File: src/rtl/cpu_controller.sv
// ============================================================================
// Module   : cpu_controller
// Brief    : Multi-cycle control FSM for the branch-capable Simple RISC Machine.
// Revision : 1.0 - initial release
// ============================================================================
`default_nettype none

module cpu_controller #(
    parameter int STATE_W = 5
) (
    input  logic       clk,
    input  logic       reset,
    input  logic [2:0] opcode,
    input  logic [1:0] op,
    input  logic [2:0] cond,
    input  logic       Z,
    input  logic       N,
    input  logic       V,
    output logic [2:0] nsel,
    output logic       loada,
    output logic       loadb,
    output logic       loadc,
    output logic       loads,
    output logic       asel,
    output logic       bsel,
    output logic [3:0] vsel,
    output logic       write,
    output logic       load_ir,
    output logic       load_pc,
    output logic       reset_pc,
    output logic [1:0] pc_sel,
    output logic       addr_sel,
    output logic       load_addr,
    output logic [1:0] mem_cmd,
    output logic       halted
);

    localparam logic [STATE_W-1:0] c_rst   = STATE_W'(0);
    localparam logic [STATE_W-1:0] c_if1   = STATE_W'(1);
    localparam logic [STATE_W-1:0] c_if2   = STATE_W'(2);
    localparam logic [STATE_W-1:0] c_upd   = STATE_W'(3);
    localparam logic [STATE_W-1:0] c_dec   = STATE_W'(4);
    localparam logic [STATE_W-1:0] c_wimm  = STATE_W'(5);
    localparam logic [STATE_W-1:0] c_geta  = STATE_W'(6);
    localparam logic [STATE_W-1:0] c_getb  = STATE_W'(7);
    localparam logic [STATE_W-1:0] c_aluz  = STATE_W'(8);
    localparam logic [STATE_W-1:0] c_alu   = STATE_W'(9);
    localparam logic [STATE_W-1:0] c_wrd   = STATE_W'(10);
    localparam logic [STATE_W-1:0] c_cmps  = STATE_W'(11);
    localparam logic [STATE_W-1:0] c_addr  = STATE_W'(12);
    localparam logic [STATE_W-1:0] c_laddr = STATE_W'(13);
    localparam logic [STATE_W-1:0] c_mrd   = STATE_W'(14);
    localparam logic [STATE_W-1:0] c_wmem  = STATE_W'(15);
    localparam logic [STATE_W-1:0] c_getbd = STATE_W'(16);
    localparam logic [STATE_W-1:0] c_pass  = STATE_W'(17);
    localparam logic [STATE_W-1:0] c_mwr   = STATE_W'(18);
    localparam logic [STATE_W-1:0] c_br    = STATE_W'(19);
    localparam logic [STATE_W-1:0] c_link  = STATE_W'(20);
    localparam logic [STATE_W-1:0] c_bjmp  = STATE_W'(21);
    localparam logic [STATE_W-1:0] c_cjmp  = STATE_W'(22);
    localparam logic [STATE_W-1:0] c_halt  = STATE_W'(23);

    logic [STATE_W-1:0] r_state;
    logic [STATE_W-1:0] w_next;
    logic               w_taken;

    always_ff @(posedge clk or negedge reset) begin
        if (!reset) r_state <= c_rst;
        else        r_state <= w_next;
    end

    always_comb begin
        w_taken = 1'b0;
        case (cond)
            3'b000:  w_taken = 1'b1;
            3'b001:  w_taken = Z;
            3'b010:  w_taken = ~Z;
            3'b011:  w_taken = N ^ V;
            3'b100:  w_taken = (N ^ V) | Z;
            default: w_taken = 1'b0;
        endcase
    end

    // opcode/op come from the IR, so they stay stable for the whole instruction
    // and shared states (GETA, GETB, LADDR, PASS, LINK) branch on them.
    always_comb begin
        w_next = c_rst;
        case (r_state)
            c_rst:   w_next = c_if1;
            c_if1:   w_next = c_if2;
            c_if2:   w_next = c_upd;
            c_upd:   w_next = c_dec;
            c_dec: begin
                casez ({opcode, op})
                    5'b110_10:             w_next = c_wimm;
                    5'b110_00, 5'b101_11:  w_next = c_getb;
                    5'b101_00, 5'b101_10,
                    5'b101_01, 5'b011_00,
                    5'b100_00:             w_next = c_geta;
                    5'b001_00:             w_next = c_br;
                    5'b010_11, 5'b010_10:  w_next = c_link;
                    5'b010_00:             w_next = c_getbd;
                    5'b111_??:             w_next = c_halt;
                    default:               w_next = c_if1;
                endcase
            end
            c_geta:  w_next = (opcode == 3'b101) ? c_getb : c_addr;
            c_getb: begin
                if (opcode != 3'b101 || op == 2'b11) w_next = c_aluz;
                else if (op == 2'b01)                w_next = c_cmps;
                else                                 w_next = c_alu;
            end
            c_aluz:  w_next = c_wrd;
            c_alu:   w_next = c_wrd;
            c_wrd:   w_next = c_if1;
            c_cmps:  w_next = c_if1;
            c_wimm:  w_next = c_if1;
            c_addr:  w_next = c_laddr;
            c_laddr: w_next = (opcode == 3'b011) ? c_mrd : c_getbd;
            c_mrd:   w_next = c_wmem;
            c_wmem:  w_next = c_if1;
            c_getbd: w_next = c_pass;
            c_pass:  w_next = (opcode == 3'b100) ? c_mwr : c_cjmp;
            c_mwr:   w_next = c_if1;
            c_br:    w_next = c_if1;
            c_link:  w_next = (op == 2'b11) ? c_bjmp : c_getbd;
            c_bjmp:  w_next = c_if1;
            c_cjmp:  w_next = c_if1;
            c_halt:  w_next = c_halt;
            default: w_next = c_rst;
        endcase
    end

    always_comb begin
        nsel      = 3'b000;
        loada     = 1'b0;
        loadb     = 1'b0;
        loadc     = 1'b0;
        loads     = 1'b0;
        asel      = 1'b0;
        bsel      = 1'b0;
        vsel      = 4'b0000;
        write     = 1'b0;
        load_ir   = 1'b0;
        load_pc   = 1'b0;
        reset_pc  = 1'b0;
        pc_sel    = 2'b00;
        addr_sel  = 1'b0;
        load_addr = 1'b0;
        mem_cmd   = 2'b00;
        halted    = 1'b0;
        case (r_state)
            c_rst:   begin reset_pc = 1'b1; load_pc = 1'b1; end
            c_if1:   begin addr_sel = 1'b1; mem_cmd = 2'b01; end
            c_if2:   begin addr_sel = 1'b1; mem_cmd = 2'b01; load_ir = 1'b1; end
            c_upd:   load_pc = 1'b1;
            c_wimm:  begin nsel = 3'b001; vsel = 4'b0100; write = 1'b1; end
            c_geta:  begin nsel = 3'b001; loada = 1'b1; end
            c_getb:  begin nsel = 3'b100; loadb = 1'b1; end
            c_aluz:  begin asel = 1'b1; loadc = 1'b1; end
            c_alu:   loadc = 1'b1;
            c_wrd:   begin nsel = 3'b010; vsel = 4'b0001; write = 1'b1; end
            c_cmps:  loads = 1'b1;
            c_addr:  begin bsel = 1'b1; loadc = 1'b1; end
            c_laddr: load_addr = 1'b1;
            c_mrd:   mem_cmd = 2'b01;
            c_wmem:  begin mem_cmd = 2'b01; nsel = 3'b010; vsel = 4'b1000; write = 1'b1; end
            c_getbd: begin nsel = 3'b010; loadb = 1'b1; end
            c_pass:  begin asel = 1'b1; loadc = 1'b1; end
            c_mwr:   mem_cmd = 2'b10;
            c_br:    begin pc_sel = 2'b01; load_pc = w_taken; end
            c_link:  begin nsel = 3'b001; vsel = 4'b0010; write = 1'b1; end
            c_bjmp:  begin load_pc = 1'b1; pc_sel = 2'b01; end
            c_cjmp:  begin load_pc = 1'b1; pc_sel = 2'b10; end
            c_halt:  halted = 1'b1;
            default: ;
        endcase
    end

endmodule

`default_nettype wire

File: config.mk
export PLATFORM = sky130hd
export DESIGN_NAME = cpu_controller
export DESIGN_NICKNAME = d
export VERILOG_FILES = /design/src/rtl/cpu_controller.sv
export SDC_FILE = /design/constraint.sdc
export NUM_CORES = 1
export LEC_CHECK = 0
export ABC_AREA = 1
export CORE_MARGIN = 2
export CORE_UTILIZATION = 42
export CTS_CLUSTER_SIZE = 10
export DETAILED_ROUTE_END_ITERATION = 6
export PLACE_DENSITY = 0.79
export SYNTH_ARGS = -nofsm -noshare
export SYNTH_HDL_FRONTEND = slang
export SYNTH_SLANG_ARGS = --single-unit
File: constraint.sdc
create_clock -name clk -period 1.39 [get_ports clk]
set_input_delay 0.278 -clock clk [delete_from_list [all_inputs] [get_ports clk]]
set_output_delay 0.278 -clock clk [all_outputs]
set_load 0.02 [all_outputs]
==> results of run 1 <==
stage by stage:
step                TNS (ns)  hold WS (ns)
floorplan            -0.3307      -0.01759
global placement      -12.58        0.4981
detailed placement    -13.31        0.5040
kinds of logic after synthesis:
logic type | Yosys count | synth area share [%]
AO/OA/AOI/OAI | 16 | 10.84
buffers and inverters | 33 | 14.60
flip-flops | 5 | 14.45
AND/OR/NAND/NOR | 108 | 60.11
cells in the mapped netlist (all sizes together):
master	number	area (µm²)
nand2	42	172.7
nor2	35	176.4
inv	32	122.6
nand3	18	95.09
o21ai	8	40.04
nor3	6	30.03
dfrtp	5	125.1
a21oi	3	15.01
nand4	3	18.77
nand3b	2	15.01
nor4	2	12.51
o211ai	2	15.01
clkinv	1	3.750
o2111ai	1	8.760
o21bai	1	7.510
o31ai	1	7.510
==> qor.csv, run 1 <==
metric;value;unit
synth_warnings;0;
fp.dieH;49.41;µm
ios;37;
dp.cells;274;
die_x;49.41;µm
cts_root_buf;clkbuf_4;
cts_setup_buffers;11;
haltStage;4_1_cts;
place_area;1653;µm²
post-place-ws;-0.8146;ns
synthesis.nets;175;
synth-seq-area-share;14.45;%
cts.sinks;5;
dp.final_hpwl;2.782;mm
status;stopped before the end;
holdBufCountCts;0;
tool.error;[ERROR DPL-0033] detailed placement checks failed during check placement.;
initial_core_util;44.13;%
rows;16;
ys_ff_latch;5;
cts_resized;179;
cts_buffers;3;
synthDistinctLibCells;22;
cts_max_level;1;
place.port_buffers;36;
avgSynthCellArea;5.345;µm²
place.gp.congestion;0.9314;
syn-cell-area;865.8;µm²
postSynthCellCount;162;
clk_path_buf_depth;2;
==> run 2: changes to the inputs <==
CORE_AREA = 2 2 63 65   (was not set)
CORE_MARGIN = not set   (was 2)
CORE_UTILIZATION = not set   (was 42)
CTS_CLUSTER_SIZE = not set   (was 10)
DIE_AREA = 0 0 65 67   (was not set)
PLACE_DENSITY = not set   (was 0.79)
PLACE_DENSITY_LB_ADDON = 0.15   (was not set)
==> qor.csv, run 2 <==
metric;value;unit;change
final_core_util;62.56;%;
place_area;1717;µm²;was 1653 µm²
path_class;flop to output port;;
cpMaxStageDelayCell;dfrtp_2;;
drt_iter0_markers;34;;
rows;22;;was 16
layout_commonest_cell;buf_4;;
crit_family;simple AND/OR/NAND/NOR gates;;
num_vias;1421;;
final_nets;286;;
die_area;4355;µm²;
fin_cells;320;;
grt_pass1_vias;1338;;
die_x;65;µm;was 49.41 µm
hold_viol_final;0;;
cp.required;1.11;ns;
fin_crit;1.720;ns;
postSynthCellCount;162;;unchanged
drtPass1Iterations;4;;
synth_top_area_cell;nand2_1;;unchanged
cts_max_level;1;;unchanged
synthesis.nets;175;;unchanged
grt_use_total;17.06;%;
timing.fmax;0.5815;GHz;
drive_gt1_share;65.44;%;
clk_latency;0.22;ns;
largest_reg_flops;5;;
peakVddDrop;590.7;µV;
synth_warnings;0;;unchanged
fin_skew;0.001909;ns;
slew_viol_final;0;;
start_kind;flop;;
top_regs;r_state: 5 flops;;
rsz0062_at_grt;yes;;
fillCellCount;315;;
core_area;3606;µm²;
grt_max_degree;9;;
wl_per_cell;11.99;µm;
max_stage_delay;0.43;ns;
design_area;2256;µm²;
synthDistinctLibCells;22;;unchanged
crit_path_cell_trace;clkinv_4, nand2_4, nor2_4, nor4_2, nand2_1, buf_6;;
grt_overflow;0;;
antenna_found_initial;0;;
via_per_inst;4.441;;
cts_root_buf;clkbuf_8;;was clkbuf_4
regMostFlops;r_state;;
hold_path_class;input pin to asynchronous set/reset pin;;
dp.final_hpwl;2.827;mm;was 2.782 mm
antennaDiodeCount;0;;
finalSetupTns;-6.168;ns;
syn_to_final_growth;160.5;%;
cts.reportedPaths.clkPinSlew;0.03;ns;
status;finished with violations;;was stopped before the end
grt_first_pass_wirelength;5.768;mm;
power_density;1781;nW/µm²;
relSlewSlack;84.21;%;
syn-cell-area;865.8;µm²;unchanged
ys_ff_latch;5;;unchanged
tightestPinTransition;0.2343;ns;
ios;37;;unchanged
critical_path_arrival;1.44;ns;
violations;setup timing;;
synthArstFlopShare;100.0;%;unchanged
clk_path_buf_depth;2;;unchanged
cts_tree;yes;;
avgSynthCellArea;5.345;µm²;unchanged
place.port_buffers;36;;unchanged
cts_buffers;3;;unchanged
synth-seq-area-share;14.45;%;unchanged
postRouteAntennaNets;0;;
fp.dieH;67;µm;was 49.41 µm
synth_area_leaders;nand2_1, dfrtp_1, inv_1;;unchanged
setup_ws;-0.3298;ns;
synth_common_cells;nand2_1, inv_1, nor2_1;;unchanged
yosysMostFrequentCell;nand2_1;;unchanged
fin_crit_sh;123.7;%;
post-place-ws;-0.8044;ns;was -0.8146 ns
synth_edf_count;0;;unchanged
dp.cells;300;;was 274
path_buf_inv;2;;
critPathMaxFanout;7;;
cts.sinks;5;;unchanged
multi_input_area;902.1;µm²;
place.gp.congestion;0.8550;;was 0.9314
maxCapViolations;0;;
leakage;0.001205;µW;
setup_violations;26;;
drc_errors;0;;
synth_top_area_share;15.61;%;unchanged
synthFlopType;dfrtp_1;;unchanged
seq_area;127.6;µm²;
crit_path_end_kind;output port;;
initial_core_util;24.01;%;was 44.13%
final_cell_mix;buf_4, buf_6, nand2_1, nor2_4, inv_2;;
wirelength;3.838;mm;
run 2: cell counts after synthesis:
Identical to the previous run, type by type.
run 2: per-stage QoR:
stage / hold WS (ns) / power [µW]
6_report: 0.2758 / 4019
5_1_grt: 0.2914 / 4256
4_1_cts: 0.2815 / 3454
3_5_place_dp: 0.5092 / 2672
3_3_place_gp: 0.5026 / 2676
2_1_floorplan: -0.01759 / 1401
run 2: layout make-up:
| class | instances | share of cell area (%) |
|---|---|---|
| flip-flops and latches | 5 | 5.657 |
| well taps | 48 | 2.662 |
| repair buffers | 106 | 43.21 |
| inverters | 33 | 6.489 |
| multi-input cells | 124 | 39.99 |
| clock buffers | 4 | 1.997 |
run 2: cell families after synthesis:
kind of cell / share of synthesized area, %
AND/OR/NAND/NOR: 60.11
buffers and inverters: 14.60
AO/OA/AOI/OAI: 10.84
flip-flops: 14.45
run 2: where the power goes:
part	internal, µW	leakage, µW	total [µW]	switching, µW
sequential	217	0.0000620	308	91.3
clock	196	0.0000228	261	65.1
combinational	1700	0.00112	3450	1750
run 2: path summary, 6_finish.rpt:
kind,start,to,slack [ns],depth (start not counted)
max in group asynchronous,reset,r_state[1]$_DFF_PN0_,0.92,1
min in group clk,opcode[1],r_state[4]$_DFF_PN0_,0.62,5
hold / removal,reset,r_state[4]$_DFF_PN0_,0.28,1
setup / recovery,r_state[4]$_DFF_PN0_,load_pc,-0.33,6
setup reg to reg,r_state[1]$_DFF_PN0_,r_state[2]$_DFF_PN0_,-0.16,11
hold reg to reg,r_state[3]$_DFF_PN0_,r_state[0]$_DFF_PN0_,0.83,6
run 2: metal layers:
layer  vias to the layer above  share of wire (%)  wire (µm)  global-route usage, %
met5                         -                  0          0                      0
met4                         0                1.0         40                  3.191
met3                         4                3.8        146                  2.196
li1                        741                  -          -                      -
met2                        27                 56       2148                  33.76
met1                       649                 39       1503                  19.37
run 2: timing repair:
action,in CTS,in global routing
buffers inserted,6,12
gates resized for setup,181,67
hold buffers,0,0
endpoints found under the hold margin,0,0
setup endpoints to repair,28,29
pin swaps,10,19
run 2: worst reg2reg max path, cell delays in order, from the launching register on:
cell     delay, ns
dfrtp_2       0.43
buf_6         0.14
inv_8         0.06
nor2_4        0.04
buf_6         0.13
nand2_8       0.08
inv_4         0.04
buf_6         0.10
nor3_2        0.14
nand2_1       0.09
nor2_1        0.11
nand2_1       0.07
No activity file was read; power rests on OpenSTA's default activity.
